**config.mk**
```make
export PLATFORM = sky130hd
export DESIGN_NAME = nfc_cmd_sched
export DESIGN_NICKNAME = d
export VERILOG_FILES = /design/src/rtl/nfc_pkg.sv /design/src/rtl/nfc_cmd_fifo.sv /design/src/rtl/nfc_cmd_sched.sv
export SDC_FILE = /design/constraint.sdc
export NUM_CORES = 1
export LEC_CHECK = 0
export ABC_AREA = 0
export CAP_MARGIN = 20
export CORE_MARGIN = 2
export CORE_UTILIZATION = 45
export DETAILED_ROUTE_END_ITERATION = 7
export PLACE_DENSITY_LB_ADDON = 0.05
export SLEW_MARGIN = 20
export SYNTH_ARGS = -nofsm -noshare
export SYNTH_HDL_FRONTEND = slang
export SYNTH_SLANG_ARGS = --single-unit
```
**constraint.sdc**
```tcl
create_clock -name clk -period 5.9 [get_ports clk]
set_input_delay 0.885 -clock clk [delete_from_list [all_inputs] [get_ports clk]]
set_output_delay 0.885 -clock clk [all_outputs]
set_load 0.02 [all_outputs]
```
**src/rtl/nfc_pkg.sv**
```systemverilog
// Shared definitions for the NFC command path: command field layout, page size
// and the scheduler state type.
package nfc_pkg;
    localparam int CMD_W      = 33;
    localparam int RW_B       = 32;
    localparam int FA_HI      = 31;
    localparam int FA_LO      = 14;
    localparam int MA_HI      = 13;
    localparam int MA_LO      = 7;
    localparam int LEN_HI     = 6;
    localparam int LEN_LO     = 0;
    localparam int PAGE_BYTES = 512;

    typedef enum logic [1:0] {
        BOOT = 2'd0,
        FREE = 2'd1,
        BUSY = 2'd2
    } sched_state_t;
endpackage

```
**src/rtl/nfc_cmd_fifo.sv**
```systemverilog
// Small synchronous FIFO for host commands; push is ignored when full and pop
// is ignored when empty, so the caller may request either freely.
module nfc_cmd_fifo #(
    parameter int DEPTH = 4,
    parameter int W     = 33
) (
    input  logic                       clk,
    input  logic                       rst,
    input  logic                       push_i,
    input  logic [W-1:0]               wdata_i,
    input  logic                       pop_i,
    output logic [W-1:0]               rdata_o,
    output logic                       full_o,
    output logic                       empty_o,
    output logic [$clog2(DEPTH):0]     level_o
);
    localparam int AW = $clog2(DEPTH);
    typedef logic [AW-1:0] ptr_t;
    typedef logic [AW:0]   lvl_t;
    localparam lvl_t FULL_LVL = lvl_t'(DEPTH);

    logic [W-1:0] mem_q [DEPTH];
    ptr_t         wr_ptr_q, rd_ptr_q;
    lvl_t         level_q;
    logic         do_push, do_pop;

    assign full_o  = (level_q == FULL_LVL);
    assign empty_o = (level_q == '0);
    assign level_o = level_q;
    assign rdata_o = mem_q[rd_ptr_q];
    assign do_push = push_i && !full_o;
    assign do_pop  = pop_i && !empty_o;

    always_ff @(posedge clk or posedge rst) begin
        if (rst) begin
            wr_ptr_q <= '0;
            rd_ptr_q <= '0;
            level_q  <= '0;
        end else begin
            if (do_push) wr_ptr_q <= wr_ptr_q + ptr_t'(1);
            if (do_pop)  rd_ptr_q <= rd_ptr_q + ptr_t'(1);
            case ({do_push, do_pop})
                2'b10:   level_q <= level_q + lvl_t'(1);
                2'b01:   level_q <= level_q - lvl_t'(1);
                default: level_q <= level_q;
            endcase
        end
    end

    always_ff @(posedge clk) begin
        if (do_push) mem_q[wr_ptr_q] <= wdata_i;
    end
endmodule

```
**src/rtl/nfc_cmd_sched.sv**
```systemverilog
// Host-to-NFC command scheduler: queues host commands, splits page-crossing
// transfers in two, and issues one command per NFC completion.
module nfc_cmd_sched
    import nfc_pkg::*;
#(
    parameter int DEPTH     = 4,
    parameter int PAGE_BITS = $clog2(PAGE_BYTES)
) (
    input  logic                    clk,
    input  logic                    rst,
    input  logic                    host_valid_i,
    output logic                    host_ready_o,
    input  logic [CMD_W-1:0]        host_cmd_i,
    output logic                    host_err_o,
    input  logic                    nfc_done_i,
    output logic [CMD_W-1:0]        nfc_cmd_o,
    output logic                    nfc_cmd_valid_o,
    output logic                    busy_o,
    output logic [$clog2(DEPTH):0]  q_level_o,
    output sched_state_t            state_o
);
    localparam int FA_W  = FA_HI - FA_LO + 1;
    localparam int MA_W  = MA_HI - MA_LO + 1;
    localparam int LEN_W = LEN_HI - LEN_LO + 1;
    typedef logic [PAGE_BITS:0]        span_t;
    typedef logic [FA_W-PAGE_BITS-1:0] pidx_t;
    typedef logic [LEN_W-1:0]          len_t;
    localparam span_t PAGE_SZ = span_t'(1) << PAGE_BITS;

    logic               fifo_full, fifo_empty, push, pop;
    logic [CMD_W-1:0]   fifo_rdata;
    sched_state_t       state_q, state_d;
    logic [CMD_W-1:0]   rem_q, rem_d, cmd_q, cmd_d;
    logic               rem_valid_q, rem_valid_d, cmd_valid_q, cmd_valid_d, err_q;
    logic               work, can_issue, split;
    logic               h_rw;
    logic [FA_W-1:0]    h_fa;
    logic [MA_W-1:0]    h_ma, rem_ma;
    len_t               h_len, first_len, rem_len;
    span_t              col_plus_len;
    pidx_t              pidx_next;
    logic               host_len_zero;

    assign host_len_zero = (host_cmd_i[LEN_HI:LEN_LO] == '0);
    assign push          = host_valid_i && !fifo_full && !host_len_zero;

    nfc_cmd_fifo #(.DEPTH(DEPTH), .W(CMD_W)) u_fifo (
        .clk     (clk),
        .rst     (rst),
        .push_i  (push),
        .wdata_i (host_cmd_i),
        .pop_i   (pop),
        .rdata_o (fifo_rdata),
        .full_o  (fifo_full),
        .empty_o (fifo_empty),
        .level_o (q_level_o)
    );

    // Split of the FIFO head, evaluated every cycle and used only on a pop.
    assign h_rw         = fifo_rdata[RW_B];
    assign h_fa         = fifo_rdata[FA_HI:FA_LO];
    assign h_ma         = fifo_rdata[MA_HI:MA_LO];
    assign h_len        = fifo_rdata[LEN_HI:LEN_LO];
    assign col_plus_len = span_t'(h_fa[PAGE_BITS-1:0]) + span_t'(h_len);
    assign split        = (col_plus_len > PAGE_SZ);
    assign first_len    = len_t'(PAGE_SZ - span_t'(h_fa[PAGE_BITS-1:0]));
    assign rem_len      = h_len - first_len;
    assign rem_ma       = h_ma + MA_W'(first_len);
    assign pidx_next    = h_fa[FA_W-1:PAGE_BITS] + pidx_t'(1);

    assign work      = rem_valid_q || !fifo_empty;
    assign can_issue = (state_q == FREE) || ((state_q == BUSY) && nfc_done_i);

    always_comb begin
        state_d     = state_q;
        rem_d       = rem_q;
        rem_valid_d = rem_valid_q;
        cmd_d       = cmd_q;
        cmd_valid_d = 1'b0;
        pop         = 1'b0;
        case (state_q)
            BOOT:    if (nfc_done_i) state_d = FREE;
            FREE:    if (work) state_d = BUSY;
            BUSY:    if (nfc_done_i && !work) state_d = FREE;
            default: state_d = BOOT;
        endcase
        if (can_issue && work) begin
            cmd_valid_d = 1'b1;
            if (rem_valid_q) begin
                cmd_d       = rem_q;
                rem_valid_d = 1'b0;
            end else begin
                pop = 1'b1;
                if (split) begin
                    cmd_d       = {h_rw, h_fa, h_ma, first_len};
                    rem_d       = {h_rw, pidx_next, {PAGE_BITS{1'b0}}, rem_ma, rem_len};
                    rem_valid_d = 1'b1;
                end else begin
                    cmd_d = fifo_rdata;
                end
            end
        end
    end

    always_ff @(posedge clk or posedge rst) begin
        if (rst) begin
            state_q     <= BOOT;
            rem_q       <= '0;
            rem_valid_q <= 1'b0;
            cmd_q       <= '0;
            cmd_valid_q <= 1'b0;
            err_q       <= 1'b0;
        end else begin
            state_q     <= state_d;
            rem_q       <= rem_d;
            rem_valid_q <= rem_valid_d;
            cmd_q       <= cmd_d;
            cmd_valid_q <= cmd_valid_d;
            err_q       <= host_valid_i && !fifo_full && host_len_zero;
        end
    end

    assign host_ready_o    = !fifo_full;
    assign host_err_o      = err_q;
    assign nfc_cmd_o       = cmd_q;
    assign nfc_cmd_valid_o = cmd_valid_q;
    assign busy_o          = (state_q == BUSY);
    assign state_o         = state_q;
endmodule

```
==> reports/qor.csv <==
metric,value,unit
status,completed,
clock_skew,0.01656,ns
clk_latency,0.51,ns
grt_pass1_wl,28650,um
slew_violations,0,
grt_max_degree,70,
clockBufferDepth,3,
nNetsFinal,720,
crit_required,6.29,ns
endpoint_kind,flop,
syn_nets,633,
routed_via_density,5.320,
synth_edf_count,132,
hold_viol,0,
register_area,0.005692,mm2
wl,18200,um
multi_input_area,0.002864,mm2
setup_viol,0,
setup_tns,0,ns
cts_resized,0,
row_count,51,
grt_pass1_vias,5109,
post-route-min-period,4.686,ns
num_vias,4958,
power.density,631.8,mW/mm2
ys_async_sr_fraction,34.33,%
synth_area,0.008766,mm2
yosysWarnings,0,
fp.dieH,143.6,um
io_pins,79,
drv_cap,0,
peakVddDrop,0.2699,mV
wl_per_cell,19.53,um
numPortBuffers,78,
cts_hold_buf,0,
drtAntennaViolNets,0,
syn_area_per_cell,15.49,um2
timing.fmax,213.4,MHz
synthFlopType,edfxtp_1,
yosysSeqAreaShare,64.92,%
synth_cells,566,
cts.sinks,201,
rsz0062_at_grt,no,
h-tree-depth,1,
drive_above_1_share,14.39,%
cts_buffers,22,
drtIter0Drc,310,
fin_hold_ws,0.4750,ns
antennaDiodeCount,0,
drc,0,
timing.final.crit_share,79.43,%
ys_types,54,
worstPathMaxFanout,22,
initial_utilization,45.49,%
grt_usage,18.52,%
die_area,0.02061,mm2
worst_setup_path_start_kind,flop,
post_cts_buffers,0,
hpwlAfterDp,12590,um
core,0.01927,mm2
crit_arrival,5.07,ns
dieWidth,143.6,um
worst_pin_slew,1.004,ns
path_clk_slew,0.06,ns
syn2layout_area_growth,20.17,%
power.leakage,3.890,nW
slew_headroom,33.04,%
antenna_found_initial,0,
dr.pass1.iters,5,
cts_tree,done,
ys_ff_latch,201,
gp_congestion,0.8242,
hp-class,reg2reg,
grt_remaining_overflow,0,
cts-root-buf,clkbuf_16,
fill_cells,1593,
path_class,reg2reg,
critical path: stages (launching register included):
cell and delay (ns):
dfrtp_2 0.74, buf_4 0.45, mux4_2 0.64, ha_1 0.39
and3_1 0.23, a221oi_1 0.34, mux2i_1 0.14, nand4_1 0.31
and2_1 0.86, mux2_2 0.42
sequential cells by signal, summed over array words and instances (netlist names):
name             count
rem_valid_q          1
nfc_cmd_o           33
u_fifo.level_o       3
u_fifo.wr_ptr_q      2
state_o              2
u_fifo.mem_q       132
host_err_o           1
u_fifo.rd_ptr_q      2
nfc_cmd_valid_o      1
rem_q               24
Yosys cell counts (2+ instances only):
library cell	number	area, um2
xnor2_1	22	192.7
buf_1	2	7.510
fa_1	4	80.08
a22o_1	7	61.31
nand2b_1	3	18.77
mux2_1	2	22.52
nor2b_1	4	25.02
o21ai_0	25	125.1
a21o_1	6	45.04
dfrtp_1	69	1727
and4_1	2	17.52
o211ai_1	13	97.59
buf_2	7	35.03
nor2_1	8	30.03
mux4_2	33	743.2
a22oi_1	7	52.55
nand3_1	8	40.04
inv_1	23	86.33
mux2i_1	21	210.2
edfxtp_1	132	3964
xor2_1	7	61.31
mux2_2	13	146.4
nor3_1	2	10.01
a21boi_0	3	22.52
buf_4	4	30.03
nand2_1	44	165.2
ha_1	26	325.3
and2_1	6	37.54
clkbuf_1	11	41.29
a21oi_1	26	130.1
o21bai_1	2	15.01
a211oi_1	2	15.01
routing by layer:
metal | share of wire (%) | wire (um) | track usage (%) | vias to the layer above
li1 | - | - | - | 2329
met1 | 47 | 8514 | 26.86 | 2469
met2 | 46 | 8428 | 29.22 | 132
met3 | 4.6 | 831 | 2.966 | 28
met4 | 2.3 | 423 | 5.263 | 0
met5 | 0 | 0 | 0 | -
per-stage QoR:
| stage | power, W | util (%) | setup WS, ns | std cells | area, um2 |
|---|---|---|---|---|---|
| 2_1_floorplan | 0.004408 | - | 1.488 | 566 | 8766 |
| 3_3_place_gp | 0.005376 | 51.01 | 1.201 | 894 | 9829 |
| 3_5_place_dp | 0.005417 | 51.01 | 1.116 | 894 | 9829 |
| 4_1_cts | 0.006742 | 54.66 | 1.100 | 932 | 10530 |
| 5_1_grt | 0.007159 | 54.66 | 0.7766 | 932 | 10530 |
| 6_report | 0.006655 | 54.66 | 1.214 | 932 | 10530 |
worst paths after layout:
| check | slack [ns] | cells past startpoint | start | to |
|---|---|---|---|---|
| hold reg to reg | 0.48 | 2 | nfc_cmd_o[11] | nfc_cmd_o[11] |
| min in group asynchronous | 0.97 | 3 | rst | nfc_cmd_o[26] |
| setup / recovery | 1.21 | 9 | u_fifo.rd_ptr_q[0] | rem_q[32] |
| setup reg to reg | 1.21 | 9 | u_fifo.rd_ptr_q[0] | rem_q[32] |
| hold / removal | 0.48 | 2 | nfc_cmd_o[11] | nfc_cmd_o[11] |
| max in group asynchronous | 4.31 | 3 | rst | u_fifo.rd_ptr_q[0] |
cell families after synthesis:
logic type / Yosys count / synth area share [%]
multiplexers: 69 / 12.80
AND/OR/NAND/NOR: 89 / 5.096
buffers and inverters: 48 / 2.412
flip-flops: 201 / 64.92
XOR/XNOR: 29 / 2.897
adder cells (fa/ha/maj): 30 / 4.625
AO/OA/AOI/OAI: 100 / 7.251
power by group:
| group | total (W) | switching (W) | internal [W] |
|---|---|---|---|
| Sequential | 0.00217 | 0.000228 | 0.00194 |
| Clock | 0.00130 | 0.000528 | 0.000768 |
| Combinational | 0.00319 | 0.00177 | 0.00142 |
| Total | 0.00665 | 0.00253 | 0.00413 |
cell usage in the layout, fill, tap and decap left out, types with 10 or more instances in the layout:
cell,netlist,routed
nand2_1,44,44
o21ai_0,25,25
clkbuf_16,0,22
edfxtp_1,132,132
mux4_2,33,33
buf_4,4,10
a21oi_1,26,26
mux2i_1,21,21
xnor2_1,22,22
ha_1,26,26
dfrtp_1,69,68
o211ai_1,13,13
clkdlybuf4s50_1,0,78
inv_1,23,22
mux2_2,13,13
layout make-up:
cell class              count  share of cell area (%)
inverters                  23                  0.8196
clock inverters            11                  0.9977
flip-flops and latches    201                   54.03
well taps                 265                   3.148
repair buffers             88                   8.124
multi-input cells         317                   27.19
clock buffers              27                   5.689
Power figures use the tool's default switching activity.
